--- src/rtl/cdb_arbiter.sv ---
// Common data bus arbiter: three result sources (alu0, alu1, ls), each with a
// one-entry holding buffer, round-robin granted onto a registered broadcast bus.
// Optional feature: define CDB_BYPASS_EN to let a source with an empty buffer
// compete with its live input and be broadcast in the same cycle it is offered.
module cdb_arbiter #(
    parameter int unsigned TAG_W   = 4,
    parameter int unsigned RADDR_W = 5,
    parameter int unsigned DATA_W  = 32
) (
    input  logic               clk,
    input  logic               rst,
    input  logic               rdy,
    input  logic               flush_in,
    input  logic               alu0_valid_in,
    input  logic               alu1_valid_in,
    input  logic               ls_valid_in,
    input  logic [TAG_W-1:0]   alu0_tag_in,
    input  logic [TAG_W-1:0]   alu1_tag_in,
    input  logic [TAG_W-1:0]   ls_tag_in,
    input  logic [RADDR_W-1:0] alu0_addr_in,
    input  logic [RADDR_W-1:0] alu1_addr_in,
    input  logic [RADDR_W-1:0] ls_addr_in,
    input  logic [DATA_W-1:0]  alu0_data_in,
    input  logic [DATA_W-1:0]  alu1_data_in,
    input  logic [DATA_W-1:0]  ls_data_in,
    output logic               alu0_ready_out,
    output logic               alu1_ready_out,
    output logic               ls_ready_out,
    output logic               cdb_en_out,
    output logic [TAG_W-1:0]   cdb_tag_out,
    output logic [RADDR_W-1:0] cdb_addr_out,
    output logic [DATA_W-1:0]  cdb_data_out,
    output logic [1:0]         cdb_src_out
);

    localparam int unsigned N_SRC = 3;

    logic [N_SRC-1:0]   in_valid;
    logic [TAG_W-1:0]   in_tag  [N_SRC];
    logic [RADDR_W-1:0] in_addr [N_SRC];
    logic [DATA_W-1:0]  in_data [N_SRC];

    logic [N_SRC-1:0]   occ;
    logic [TAG_W-1:0]   buf_tag  [N_SRC];
    logic [RADDR_W-1:0] buf_addr [N_SRC];
    logic [DATA_W-1:0]  buf_data [N_SRC];
    logic [1:0]         rr_ptr;

    logic [N_SRC-1:0]   cand;
    logic [N_SRC-1:0]   gnt_oh;
    logic [N_SRC-1:0]   bypass_win;
    logic [N_SRC-1:0]   ready;
    logic               gnt_any;
    logic [1:0]         gnt_idx;
    logic [2:0]         pos;
    logic [TAG_W-1:0]   w_tag;
    logic [RADDR_W-1:0] w_addr;
    logic [DATA_W-1:0]  w_data;

    // Gather the per-source ports into indexed arrays (0=alu0, 1=alu1, 2=ls)
    assign in_valid   = {ls_valid_in, alu1_valid_in, alu0_valid_in};
    assign in_tag[0]  = alu0_tag_in;
    assign in_tag[1]  = alu1_tag_in;
    assign in_tag[2]  = ls_tag_in;
    assign in_addr[0] = alu0_addr_in;
    assign in_addr[1] = alu1_addr_in;
    assign in_addr[2] = ls_addr_in;
    assign in_data[0] = alu0_data_in;
    assign in_data[1] = alu1_data_in;
    assign in_data[2] = ls_data_in;

`ifdef CDB_BYPASS_EN
    assign cand = occ | in_valid;
`else
    assign cand = occ;
`endif

    // Round-robin search starting at rr_ptr, wrapping modulo 3
    always_comb begin
        gnt_any = 1'b0;
        gnt_idx = 2'd0;
        pos     = 3'd0;
        for (int k = 0; k < int'(N_SRC); k++) begin
            pos = 3'(rr_ptr) + 3'(k);
            if (pos >= 3'd3) pos = pos - 3'd3;
            for (int j = 0; j < int'(N_SRC); j++) begin
                if (!gnt_any && pos[1:0] == 2'(j) && cand[j]) begin
                    gnt_any = 1'b1;
                    gnt_idx = 2'(j);
                end
            end
        end
    end

    // Winner payload: buffered entry if occupied, otherwise the live bypass input
    always_comb begin
        w_tag      = '0;
        w_addr     = '0;
        w_data     = '0;
        gnt_oh     = '0;
        bypass_win = '0;
        ready      = '0;
        for (int j = 0; j < int'(N_SRC); j++) begin
            gnt_oh[j]     = gnt_any && (gnt_idx == 2'(j));
            bypass_win[j] = gnt_oh[j] && !occ[j];
            ready[j]      = rst && rdy && !flush_in && (!occ[j] || gnt_oh[j]);
            if (gnt_oh[j]) begin
                w_tag  = occ[j] ? buf_tag[j]  : in_tag[j];
                w_addr = occ[j] ? buf_addr[j] : in_addr[j];
                w_data = occ[j] ? buf_data[j] : in_data[j];
            end
        end
    end

    assign alu0_ready_out = ready[0];
    assign alu1_ready_out = ready[1];
    assign ls_ready_out   = ready[2];

    // Holding buffers, round-robin pointer and registered broadcast bus
    always_ff @(posedge clk or negedge rst) begin
        if (!rst) begin
            occ          <= '0;
            rr_ptr       <= 2'd0;
            cdb_en_out   <= 1'b0;
            cdb_tag_out  <= '0;
            cdb_addr_out <= '0;
            cdb_data_out <= '0;
            cdb_src_out  <= 2'd0;
            for (int j = 0; j < int'(N_SRC); j++) begin
                buf_tag[j]  <= '0;
                buf_addr[j] <= '0;
                buf_data[j] <= '0;
            end
        end else if (rdy) begin
            if (flush_in) begin
                occ        <= '0;
                cdb_en_out <= 1'b0;
            end else begin
                cdb_en_out <= gnt_any;
                if (gnt_any) begin
                    cdb_tag_out  <= w_tag;
                    cdb_addr_out <= w_addr;
                    cdb_data_out <= w_data;
                    cdb_src_out  <= gnt_idx;
                    rr_ptr       <= (gnt_idx == 2'd2) ? 2'd0 : gnt_idx + 2'd1;
                end
                for (int j = 0; j < int'(N_SRC); j++) begin
                    if (in_valid[j] && ready[j] && !bypass_win[j]) begin
                        occ[j]      <= 1'b1;
                        buf_tag[j]  <= in_tag[j];
                        buf_addr[j] <= in_addr[j];
                        buf_data[j] <= in_data[j];
                    end else if (gnt_oh[j]) begin
                        occ[j] <= 1'b0;
                    end
                end
            end
        end
    end

endmodule

--- config.mk ---
export PLATFORM = sky130hd
export DESIGN_NAME = cdb_arbiter
export DESIGN_NICKNAME = d
export VERILOG_FILES = /design/src/rtl/cdb_arbiter.sv
export SDC_FILE = /design/constraint.sdc
export NUM_CORES = 1
export LEC_CHECK = 0
export ABC_AREA = 1
export CORE_MARGIN = 3
export CORE_UTILIZATION = 40
export DETAILED_ROUTE_END_ITERATION = 16
export SLEW_MARGIN = 20
export SYNTH_ARGS = -nofsm -noshare
export SYNTH_HDL_FRONTEND = slang
export SYNTH_SLANG_ARGS = --single-unit
export TNS_END_PERCENT = 10
--- constraint.sdc ---
create_clock -name clk -period 2.5 [get_ports clk]
set_input_delay 0.5 -clock clk [delete_from_list [all_inputs] [get_ports clk]]
set_output_delay 0.5 -clock clk [all_outputs]
set_load 0.02 [all_outputs]
Word level (Yosys, flattened, before mapping) --
Cells that the tools add are included.
Operators by class: add/subtract/negate cells 6, multiply operators 0, divide/modulo/power cells 0, magnitude comparators 3, equal/unequal tests 8, shift-type cells 0, mux-type cells 47, bitwise operators 1, reductions and logical operators 66
Operators with widths (count):
- $mux W32 | 6
- $logic_and A1 B1 Y1 | 34
- $mux W5 | 6
- $mux W4 | 6
- $mux W2 | 11
- $mux W1 | 17
- $logic_not A1 Y1 | 15
- $reduce_and A3 Y1 | 4
- $reduce_bool A3 Y1 | 3
- $eq A2 B1 Y1 const B | 4
- $eq A2 B2 Y1 const B | 4
- $logic_not A2 Y1 | 4
- $ge A3 B2 Y1 const B | 2
- $reduce_and A2 Y1 | 3
- $sub A2 B2 Y2 const B | 3
- $add A2 B1 Y3 const B | 1
- $add A2 B2 Y3 const B | 1
- $logic_or A1 B1 Y1 | 3
- $mux W3 | 1
- $add A2 B1 Y2 const B | 1
- $ge A2 B2 Y1 const B | 1
- $not A1 Y1 | 1
Word-level totals: register bits 172, bits in latches 0, RAM bits 0, ROM bits 0, output and inout bits 47, memories 0

Logic depth before layout (Yosys ltp) --
depth in word-level cells 45, gate-level depth with buffers 19, gate-level depth less buffers 18

Least setup slack after synthesis --
OpenSTA, ideal clock, no wires.
path kind register to register, from register rr_ptr[0], to register buf_data[64] (netlist name), library setup time 0.117 ns, arrival time 2.089 ns, data required time 2.383 ns, path slack 0.294 ns, stages on the path, launching flop included 17, path buffers 2, clock period less this slack 2.206 ns, cells stage by stage dfrtp_1 -> inv_1 -> ha_1 -> nand2_1 -> inv_2 -> nand2_1 -> nand2_1 -> nand2_1 -> nand2_2 -> inv_2 -> nand4_2 -> a21oi_2 -> nand2_1 -> buf_6 -> buf_6 -> nand2_1 -> o21ai_2
Between the ends: longest elaborated chain between the ends 44
RTL lines:
- start, declared | line 47 | logic [1:0] rr_ptr;
- start signal, assigned | line 145 | rr_ptr <= (gnt_idx == 2'd2) ? 2'd0 : gnt_idx + 2'd1;
- $sub A2 B2 Y2 / $ge A2 B2 Y1 (equally long branches) | line 85 | if (pos >= 3'd3) pos = pos - 3'd3;
- $mux W2 | line 85
- $logic_not A2 Y1 | line 87 | if (!gnt_any && pos[1:0] == 2'(j) && cand[j]) begin
- $logic_and A1 B1 Y1 | line 87
- $mux W1 | line 87
- $logic_not A1 Y1 | line 87
- $logic_and A1 B1 Y1 (2 in series) | line 87
- $mux W1 | line 87
- (+27 left out)
- $mux W2 | line 87
- $logic_not A2 Y1 | line 104 | gnt_oh[j] = gnt_any && (gnt_idx == 2'(j));
- $logic_and A1 B1 Y1 (*) | line 104
- $logic_or A1 B1 Y1 (*) | line 106 | ready[j] = rst && rdy && !flush_in && (!occ[j] || gnt_oh[j]);
- $logic_and A1 B1 Y1 (*) | line 106
- via alu0_ready_out | line 26 | output logic alu0_ready_out,
- $logic_and A1 B1 Y1 (*) (2 in series) | line 148 | if (in_valid[j] && ready[j] && !bypass_win[j]) begin
- $reduce_and A3 Y1 (no line) (*)
- end signal, assigned by index | line 152 | buf_data[j] <= in_data[j];
- end, declared | line 46 | logic [DATA_W-1:0] buf_data [N_SRC];
The timed path passes the listed nets; every way through them passes the cells marked *. A chain may end at the register's enable or synchronous reset.

Worst setup path in the final report --
from register rr_ptr[0], to output port ls_ready_out
Between the ends: longest elaborated chain between the ends 41
RTL lines:
- $sub A2 B2 Y2 / $ge A2 B2 Y1 (equally long branches) | line 85
- $mux W2 | line 85
- $logic_not A2 Y1 | line 87
- $logic_and A1 B1 Y1 | line 87
- $mux W1 | line 87
- $logic_not A1 Y1 | line 87
- $logic_and A1 B1 Y1 (2 in series) | line 87
- $mux W1 | line 87
- (+23 left out)
- $mux W1 | line 87
- $logic_not A1 Y1 | line 87
- $logic_and A1 B1 Y1 (2 in series) | line 87
- $mux W2 | line 87
- $eq A2 B2 Y1 | line 104
- $logic_and A1 B1 Y1 (*) | line 104
- $logic_or A1 B1 Y1 (*) | line 106
- $logic_and A1 B1 Y1 (*) | line 106
- end, declared | line 28 | output logic ls_ready_out,
Mark *: on every way between the ends. The rest lies on a longest branch, timed or not.

==> flow_summary.json <==
{
  "status": "finished with violations",
  "violations": "negative setup slack",
  "ys_seq_elements": 172,
  "clkPwrFrac_pct": 23.0,
  "drt_iter0_drc": 485,
  "leakage_nw": 5.72,
  "overflow": 0,
  "syn_to_final_growth_pct": 30.4,
  "dp.cells": 1561,
  "finalCritPeriodShare_pct": 101,
  "pre_cts_slack_ns": -0.268,
  "antenna_found_initial": 1,
  "grt_use_met2_pct": 34.9,
  "worst_slack_ns": -0.0204,
  "yosysUniqueCellTypes": 28,
  "crit_chain": "inv_2 > ha_4 > nand2_4 > nand3_2 > nor2_4 > nand4_4 > nand2_2 > inv_2 > nand2_1 > nand2_1 > inv_2 > buf_6",
  "synth-main-ff-cell": "dfrtp_1",
  "cpLargestDelayFamily": "simple AND/OR/NAND/NOR gates",
  "core_um2": 21900,
  "maxCapViolCount": 0,
  "skew_ns": 0.0161,
  "finalCriticalPeriod_ns": 2.52,
  "dp_hpwl_um": 17300,
  "setup_viol": 2,
  "relSlewSlack_pct": 51.7,
  "ir_worst_vdd_mv": 0.508,
  "clk_latency_ns": 0.43,
  "clk_path_buf_depth": 2,
  "seq_area_um2": 4310,
  "die_w_um": 156,
  "yosys.area.top_type": "dfrtp_1",
  "portBuffers": 176,
  "grt_pass1_vias": 7449,
  "syn_area_um2": 8960,
  "maxSlewViolCount": 0,
  "nets": 1435,
  "async_flop_share_pct": 100,
  "switching_share_pct": 38.9,
  "first_pass_iters": 5,
  "crit_arrival_ns": 2.02,
  "min_path_type": "input pin to async pin",
  "netlist.area_leader.share_pct": 48.1,
  "path_class": "flop to primary output",
  "crit_path_frequent_cell": "inv_2",
  "drc_errors": 0,
  "p_seq_share_pct": 35.8,
  "num-fill-cells": 2137,
  "gr-usage-met3_pct": 4.52,
  "cts_root_buf": "clkbuf_16",
  "path_buf_inv": 4,
  "numCtsBuffers": 17,
  "ctsHtreeMaxLevel": 4,
  "worst_slew_pin_slew_ns": 0.725,
  "drive_gt1_share_pct": 11.0,
  "fmax_ghz": 0.397,
  "cp_data_required_time_ns": 2.00,
  "hold_viol": 0,
  "multi_input_area_um2": 3640,
  "grt_pass1_wl_um": 39700,
  "pin_count": 177,
  "synth.avg_cell_area_um2": 7.77,
  "stdcell_count": 1595,
  "path_max_fanout": 4,
  "synthTopCellsByArea": "dfrtp_1 48%, nand2_1 14%, o21ai_0 8.5%, inv_1 7.3%, o211ai_1 3.4%",
  "start_util_pct": 40.9,
  "final_antenna_net_count": 0,
  "synth_fp_nets": 1284,
  "synth_edf_count": 0,
  "gp_congestion": 0.825,
  "syn_inst": 1152,
  "synth_warnings": 0,
  "internal-power_mw": 7.29,
  "p_sw_mw": 4.65,
  "path_clk_slew_ns": 0.06,
  "grt_max_degree": 120,
  "powerDensity_nw_per_um2": 1020,
  "cts_hold_buf": 0,
  "critPathCaptureType": "primary output",
  "n_antenna_cell": 0,
  "avgViaCountPerCell": 4.89,
  "cts.sinks": 172,
  "wire_per_inst_um": 15.6,
  "startpoint_type": "flop",
  "vias": 7792,
  "grtUsageTotal_pct": 20.7,
  "dieArea_um2": 24200,
  "fp.dieH_um": 156,
  "cpMaxStageDelayCell": "dfrtp_1",
  "wirelength_um": 24900,
  "grt-busiest-layer": "met2",
  "met1_usage_pct": 27.4,
  "rsz0062_at_grt": "true",
  "p_total_mw": 11.9,
  "pwr-share-comb_pct": 41.2,
  "cts_tree": "done",
  "ys_seq_area_share_pct": 48.1,
  "slowest_delay_ns": 0.40,
  "rows": 54
}
-- what timing repair did --
item / CTS / global route
gates cloned: 0 / 0
pin swaps: 8 / 10
gates resized for setup: 30 / 11
setup buffers: 1 / 2
setup endpoints to repair: 3 / 3
-- kinds of logic after synthesis --
family	after synthesis	synth area share, %
AO/OA/AOI/OAI	329	21.9
flip-flops	172	48.1
adder cells (fa/ha/maj)	2	0.279
AND/OR/NAND/NOR	393	17.3
buffers and inverters	256	12.4
-- layout make-up --
type | count | share of cell area [%]
repair buffers | 209 | 18.0
multi-input cells | 724 | 31.2
well taps | 280 | 3.00
clock buffers | 17 | 3.64
inverters | 179 | 5.79
flip-flops and latches | 172 | 36.9
clock inverters | 14 | 1.50
-- cell usage after synthesis (5+ instances only) --
master,instances
nand2_1,332
inv_1,174
dfrtp_1,172
o21ai_0,152
o211ai_1,41
clkbuf_1,40
nor2_1,35
o21ai_2,34
o21ai_1,31
o22ai_1,31
a21oi_1,27
buf_6,16
buf_2,14
nand3_1,14
a21oi_2,11
inv_2,5
-- registers in the layout, indices dropped and copies added (netlist names) --
name          cells
cdb_tag_out       4
cdb_addr_out      5
buf_tag          12
buf_data         96
buf_addr         15
cdb_data_out     32
cand              3
cdb_src_out       2
cdb_en_out        1
rr_ptr            2
-- metrics by stage --
step | hold WS [ns] | TNS, ns | utilization, % | area [µm²]
6_report | 0.170 | -0.0347 | 53.4 | 11700
5_1_grt | 0.240 | -0.293 | 53.4 | 11700
4_1_cts | 0.248 | -0.149 | 53.1 | 11600
3_5_place_dp | 0.467 | -0.693 | 50.0 | 10900
3_3_place_gp | 0.462 | -0.695 | 50.0 | 10900
2_1_floorplan | 0.204 | 0 | - | 8960
-- power by group through the flow --
stage	clock (mW)	combinational, mW	sequential (mW)
floorplan	0	2.49	4.60
global placement	0	4.73	4.28
detailed placement	0	4.79	4.30
CTS	2.78	4.92	4.27
global route	2.91	5.48	4.39
finish	2.74	4.92	4.27
-- cells in the final DEF, fill, tap and decap left out, types with 5 or more instances in the layout --
master and instances:
inv_2 8, a21oi_2 10, nand2_2 5, o22ai_1 31
o211ai_1 41, o21ai_1 31, clkdlybuf4s50_1 172, buf_12 7
dfrtp_1 170, a21oi_1 27, clkbuf_16 17, inv_1 169
nand2_1 327, buf_6 5, o21ai_2 33, nor2_1 35
o21ai_0 152, nand3_1 13, inv_6 6, buf_4 25
nand2_4 5
-- path summary, 6_finish.rpt --
path | from | end | slack (ns) | depth (start not counted)
min | rst | buf_data[42] | 0.17 | 2
min in group clk | buf_data[89] | buf_data[89] | 0.48 | 2
max | rr_ptr[0] | ls_ready_out | -0.02 | 12
min reg2reg | buf_data[89] | buf_data[89] | 0.48 | 2
max in group asynchronous | rst | cand[2] | 1.73 | 2
max reg2reg | rr_ptr[1] | cand[2] | 0.19 | 19
-- layer usage --
metal | share of wire [%] | wire length (µm)
met5 | 0.028 | 7
met4 | 1.5 | 372
met3 | 5.4 | 1350
met2 | 49 | 12300
met1 | 44 | 10900
Power figures use the tool's default switching activity.
